### config.mk
export PLATFORM = sky130hd
export DESIGN_NAME = id_hazard_ctrl
export DESIGN_NICKNAME = d
export VERILOG_FILES = /design/src/rtl/id_hazard_ctrl.sv
export SDC_FILE = /design/constraint.sdc
export NUM_CORES = 1
export LEC_CHECK = 0
export CELL_PAD_IN_SITES_DETAIL_PLACEMENT = 0
export CELL_PAD_IN_SITES_GLOBAL_PLACEMENT = 1
export CORE_AREA = 4 4 64 66
export CTS_CLUSTER_DIAMETER = 60
export CTS_CLUSTER_SIZE = 28
export DETAILED_ROUTE_END_ITERATION = 8
export DIE_AREA = 0 0 68 70
export PLACE_DENSITY_LB_ADDON = 0.1
export SYNTH_ARGS = -nofsm -noshare
export SYNTH_HDL_FRONTEND = slang
export SYNTH_SLANG_ARGS = --single-unit
### constraint.sdc
create_clock -name clk -period 2.3 [get_ports clk]
set_input_delay 0.46 -clock clk [delete_from_list [all_inputs] [get_ports clk]]
set_output_delay 0.46 -clock clk [all_outputs]
set_load 0.02 [all_outputs]
### src/rtl/id_hazard_ctrl.sv
// id_hazard_ctrl: decode-stage hazard control.
// Tracks in-flight destination registers in a LOAD_LAT-deep age pipeline.
// Stalls decode on load-use hazards, bubbles ID/EX on stall or flush, and
// produces registered ALU-operand forwarding selects. Implicit SP reads by
// CALL/RET/PUSH/POP are treated as a source-1 read of SP_REG.
// Optional macro ID_HAZARD_STATS_EN adds a saturating stall-cycle counter.
module id_hazard_ctrl #(
  parameter int unsigned LOAD_LAT = 2,   // 2..4
  parameter int unsigned SP_REG   = 29
) (
  input  logic       clk,
  input  logic       rst,            // asynchronous, active low
  input  logic       id_valid,
  input  logic [4:0] id_rs,
  input  logic       id_rs_used,
  input  logic [4:0] id_rt,
  input  logic       id_rt_used,
  input  logic [4:0] id_rd,
  input  logic       id_writes_rd,
  input  logic       id_is_load,
  input  logic       id_sp_op,
  input  logic       id_pop,
  input  logic       ex_flush,
  output logic       stall,
  output logic       issue,
  output logic       bubble,
  output logic [1:0] fwd_sel1,
  output logic [1:0] fwd_sel2
`ifdef ID_HAZARD_STATS_EN
  ,
  output logic [15:0] stall_cnt
`endif
);

  localparam logic [4:0] SP = 5'(SP_REG);

  typedef struct packed {
    logic       vld;
    logic [4:0] rnum;
    logic       ld;
  } ent_t;

  // e_q[k] is the instruction k+1 stages past ID
  ent_t [LOAD_LAT-1:0] e_q;
  ent_t                e0_d;

  logic [4:0]          src1, src2;
  logic                src1_v, src2_v;
  logic [LOAD_LAT-1:0] hit1, hit2;
  logic                lu_hit;
  logic                dst_sp;
  logic [1:0]          fwd1_d, fwd2_d, fwd1_q, fwd2_q;
  logic                bubble_q;

  // Stack ops read SP through the source-1 port
  assign src1   = id_sp_op ? SP : id_rs;
  assign src1_v = id_sp_op | id_rs_used;
  assign src2   = id_rt;
  assign src2_v = id_rt_used;

  // Per-entry source match; r0 is hardwired zero and never matches
  for (genvar k = 0; k < LOAD_LAT; k++) begin : g_hit
    assign hit1[k] = src1_v & (|src1) & e_q[k].vld & (e_q[k].rnum == src1);
    assign hit2[k] = src2_v & (|src2) & e_q[k].vld & (e_q[k].rnum == src2);
  end

  // Load-use: a load whose data is not yet forwardable (age < LOAD_LAT-1)
  always_comb begin
    lu_hit = 1'b0;
    for (int k = 0; k < LOAD_LAT - 1; k++)
      lu_hit = lu_hit | (e_q[k].ld & (hit1[k] | hit2[k]));
  end

  // Flush dominates stall
  assign stall = id_valid & ~ex_flush & lu_hit;
  assign issue = id_valid & ~ex_flush & ~lu_hit;

  // New tracker entry; POP's SP update is ALU-forwardable so only rd is tracked
  always_comb begin
    dst_sp    = id_sp_op & ~id_pop;
    e0_d.vld  = issue & (dst_sp | id_writes_rd | id_pop);
    e0_d.rnum = dst_sp ? SP : id_rd;
    e0_d.ld   = id_is_load | id_pop;
  end

  // Youngest match wins: EX/MEM (non-load) first, then MEM/WB
  always_comb begin
    fwd1_d = 2'b00;
    fwd2_d = 2'b00;
    if (hit1[0] & ~e_q[0].ld) fwd1_d = 2'b01;
    else if (hit1[1])         fwd1_d = 2'b10;
    if (hit2[0] & ~e_q[0].ld) fwd2_d = 2'b01;
    else if (hit2[1])         fwd2_d = 2'b10;
  end

  // Age pipeline shifts every cycle; older instructions complete even on flush
  always_ff @(posedge clk or negedge rst) begin
    if (!rst) begin
      e_q <= '0;
    end else begin
      for (int k = 1; k < LOAD_LAT; k++) e_q[k] <= e_q[k-1];
      e_q[0] <= e0_d;
    end
  end

  // ID/EX bubble and forwarding selects, zeroed when nothing issues
  always_ff @(posedge clk or negedge rst) begin
    if (!rst) begin
      bubble_q <= 1'b1;
      fwd1_q   <= 2'b00;
      fwd2_q   <= 2'b00;
    end else begin
      bubble_q <= ~issue;
      fwd1_q   <= issue ? fwd1_d : 2'b00;
      fwd2_q   <= issue ? fwd2_d : 2'b00;
    end
  end

  assign bubble   = bubble_q;
  assign fwd_sel1 = fwd1_q;
  assign fwd_sel2 = fwd2_q;

`ifdef ID_HAZARD_STATS_EN
  logic [15:0] stall_cnt_q;

  // Saturating count of stalled cycles
  always_ff @(posedge clk or negedge rst) begin
    if (!rst)                                stall_cnt_q <= '0;
    else if (stall && stall_cnt_q != 16'hFFFF) stall_cnt_q <= stall_cnt_q + 16'd1;
  end

  assign stall_cnt = stall_cnt_q;
`endif

endmodule
Yosys cells after proc, flatten, opt, wreduce, memory -nomap -nowiden --
Cells that the tools add are included.
Word-level totals: register bits 18, input bits 25, output and inout port bits 7
Cells by class: equality and inequality tests 4, multiplexer cells 8, bitwise gates (word level) 28, reduce and logical (&&, ||, !) cells 2
Operators with widths (count):
- $eq A5 B5 Y1 | 4
- $and A1 B1 Y1 | 18
- $mux W2 | 6
- $mux W5 | 2
- $reduce_or A5 Y1 | 2
- $not A1 Y1 | 5
- $or A1 B1 Y1 | 5

Logic depth before layout (Yosys ltp) --
depth after elaboration 10, mapped depth 7

Least setup slack after synthesis --
OpenSTA, ideal clock, no wires.
path kind input to output, from input id_sp_op, to output stall, arrival time 1867 ps, data required time 1840 ps, setup slack -27 ps, stages 5, path buffers 2, path through buf_6 -> clkbuf_8 -> o41ai_1 -> nand3_1 -> a211oi_1
On the way: longest elaborated chain between the ends 8, elaborated cells between the ends (all ways) 10
RTL lines:
- from (decl) | RTL line 21 | input logic id_sp_op,
- $mux W5 | RTL line 56 | assign src1 = id_sp_op ? SP : id_rs;
- $reduce_or A5 Y1 | RTL line 63 | assign hit1[k] = src1_v & (|src1) & e_q[k].vld & (e_q[k].rnum == src1);
- $and A1 B1 Y1 (2 in a row) | RTL line 63
- $and A1 B1 Y1 * | RTL line 63
- $or A1 B1 Y1 * | RTL line 71 | lu_hit = lu_hit | (e_q[k].ld & (hit1[k] | hit2[k]));
- $and A1 B1 Y1 * | RTL line 71
- $and A1 B1 Y1 * | RTL line 75 | assign stall = id_valid & ~ex_flush & lu_hit;
- to (decl) | RTL line 24 | output logic stall,
Every way passes the cells marked *; elsewhere a longest branch is shown, timed or not.

Final worst setup path --
from register e_q[3] in the netlist's numbering, to output stall
On the way: longest elaborated chain between the ends 5, elaborated cells between the ends (all ways) 7
RTL lines:
- from (decl) | RTL line 44 | ent_t [LOAD_LAT-1:0] e_q;
- $eq A5 B5 Y1, on equally long branches | RTL line 63, 64
- $and A1 B1 Y1, on equally long branches | RTL line 63, 64
- $or A1 B1 Y1 * | RTL line 71
- $and A1 B1 Y1 * | RTL line 71
- $and A1 B1 Y1 * | RTL line 75
Marked as above.

==> results by group <==
Cells and area
  • Post-layout util: 52.0%
  • Final instance area: 0.00186 mm²
  • Filler cell count: 343
  • Nets: 209
  • Area Overhead vs Synth: 79.6%
  • Final cell count without fillers: 231
  • Fraction of layout cells with a size suffix above 1: 46.4%
  • N_diodes: 0

Power
  • Leak: 0.824 nW
  • Cell Pwr Density: 412 mW/mm²
  • Max VDD drop: 0.220 mV

Outcome
  • Failing checks: negative setup slack
  • Status: finished with violations

Clock network
  • Clk sinks: 18
  • Clk pin slew, worst setup/hold paths: 110 ps
  • Hold-fix buffers at CTS: 0
  • Clk Latency, worst-skew pair: 310 ps
  • Total CTS buffers: 3
  • Clock Path Buffers: 2
  • CTS tree: built
  • Clock root cell: clkbuf_4
  • # H-tree levels: 1

Global routing
  • First-pass GRT wire length: 5400 µm
  • Pin count of the biggest net entering global routing: 19
  • Total GRT Usage: 15.3%
  • Antenna violations before repair: 0
  • Vias in the first global route: 1148
  • Gr ovfl total: 0

STA
  • Fin. max-slew vios: 0
  • Final Hold Viols: 0
  • Setup Viol. Count Final: 2
  • Tcrit/Tclk final: 109%
  • Worst Skew: 4.18 ps
  • Final setup margin: -209 ps
  • Slew HR: 77.9%
  • Worst Max-Slew Pin Slew: 328 ps
  • Fin crit period: 2510 ps
  • RSZ-0062 raised after global routing: true
  • Fmax: 0.399 GHz

Placement
  • DP HPWL: 2520 µm
  • GPL Wtd Cong: 0.793
  • Area of placed instances: 0.00161 mm²
  • Post-placement cell count: 212
  • Pre-CTS setup slack: -899 ps
  • Port Buffers: 31

Setup path
  • Crit path kind: flip-flop to primary output
  • R2R depth: 12
  • Critical Path Start: e_q[3]
  • Element type at the critical path end: primary output
  • Required @ worst endpoint: 1840 ps
  • Worst setup path endpoint: stall
  • FF-to-FF setup slack: 100 ps
  • Setup crit start kind: flip-flop
  • Worst-path maximum fanout: 2
  • FF-to-FF Start: e_q[5]
  • FF-to-FF End: fwd_sel1[1]
  • Critical Path AT: 2050 ps

Detailed routing
  • DR WL/cell: 14.7 µm
  • Initial DRC Count: 19
  • DR vias/cell: 4.70
  • Antenna Nets Post-Route: 0
  • WL final: 3410 µm
  • Pre-antenna DRT Iters: 4
  • Total number of vias: 1086
  • DRC errors left: 0

Flow run
  • Max-cap violations: 0

Die
  • Die width: 68 µm
  • Row cnt: 22
  • Initial cell density of the core: 29.0%
  • Die H: 70 µm
  • Die ar.: 0.00476 mm²
  • Core region area: 0.00358 mm²
  • I/O Pins: 32

Logic synthesis
  • Share of flip-flops with an asynchronous set or reset: 100%
  • Post-synth cell types: 41
  • Post-synth top cells: dfrtp_1 (17), nor3_1 (11), xor2_1 (9)
  • Top-area cell type share of the netlist area: 41.1%
  • Synth area leader: dfrtp_1
  • Sequential area share after synthesis: 43.6%
  • Main area contributors after synthesis: dfrtp_1 (41%), xor2_1 (7.6%), nor3_1 (5.3%)
  • YS warnings: 0
  • Dominant synthesized flop cell: dfrtp_1
  • Seq cells post-synth: 18
  • Syn nets: 130
  • Count leader, synth: dfrtp_1
  • Synthesized cell area: 0.00104 mm²
  • Syn_area_per_cell: 9.87 µm²
  • Post-Synthesis Cells: 105
  • EDFF count, synth: 0

Worst hold path
  • Min-delay worst type: input pin to async pin
-- state kept, by name, indices dropped and copies added (netlist names) --
register and cells:
bubble 1, e_q 13, fwd_sel1 2, fwd_sel2 2
-- power breakdown --
part / internal (mW) / switching [mW]
registers: 0.333 / 0.0184
logic: 0.115 / 0.0922
clock network: 0.0968 / 0.111
total: 0.545 / 0.222
-- logic make-up after synthesis --
family / Yosys count / synth area share [%]
AND/OR/NAND/NOR: 47 / 27.1
AO/OA/AOI/OAI: 21 / 14.6
flip-flops: 18 / 43.6
XOR/XNOR: 12 / 10.1
buffers and inverters: 7 / 4.59
-- critical path: stages (launching register included) --
cell,delay [ps]
dfrtp_1,450
xor2_2,190
nor4_2,280
nand3_1,130
or2_1,270
a211oi_2,250
buf_4,170
-- worst min path at each step --
stage | from | end | slack, ps | cells after the start
after floorplan | rst | e_q[0] | 160 | 0
after global placement | e_q[2] | e_q[9] | 460 | 0
after detailed placement | e_q[2] | e_q[9] | 450 | 0
after CTS | rst | e_q[9] | 480 | 2
after global routing | rst | e_q[9] | 470 | 2
final | rst | e_q[9] | 470 | 2
-- per-layer routing --
metal,vias up,track usage [%],share of wire (%)
li1,535,-,-
met1,524,19.9,44
met2,21,24.9,51
met3,6,2.25,3.4
met4,0,5.96,1.6
met5,-,0,0
-- cell usage in the layout (no fill, tap or decap), types with 2 or more instances in the layout --
cell / Yosys / final
nand2b_1: 7 / 7
dlymetal6s2s_1: 0 / 2
or2_1: 2 / 2
a22oi_1: 2 / 2
nor3_2: 1 / 3
and2b_2: 2 / 2
nand3_1: 3 / 2
a21oi_1: 3 / 3
dfrtp_1: 17 / 15
nand2_1: 5 / 5
xnor2_1: 3 / 2
buf_4: 1 / 44
dlygate4sd2_1: 0 / 5
nor4_2: 1 / 2
dfrtp_2: 0 / 2
xor2_2: 0 / 3
clkbuf_2: 0 / 4
xor2_1: 9 / 6
nor3_4: 0 / 2
inv_1: 4 / 4
a21o_1: 2 / 2
nor2_1: 5 / 3
clkdlybuf4s50_1: 0 / 18
clkbuf_4: 0 / 3
buf_6: 1 / 4
nor3_1: 11 / 7
-- final cells by class --
cell class,instances,area [µm²],share of cell area [%]
multi-input combinational,80,651,35.0
timing repair buffer,77,644,34.6
sequential,18,454,24.4
tap,48,60.1,3.23
clock buffer,4,36.3,1.95
inverter,4,15.0,0.807
-- per-stage QoR --
step                setup TNS [ps]  total power [mW]  hold WS [ps]
finish                        -262             0.767           466
global route                  -446             0.810           474
CTS                           -850             0.749           478
detailed placement           -2070             0.542           453
global placement             -1940             0.539           464
floorplan                        0             0.425           164
-- what timing repair did --
action,4_1_cts,5_1_grt
setup buffers,19,3
endpoints found under the setup margin,2,5
gates cloned,0,0
gates resized for setup,23,33
pin swaps,7,13
Power figures use the tool's default switching activity.
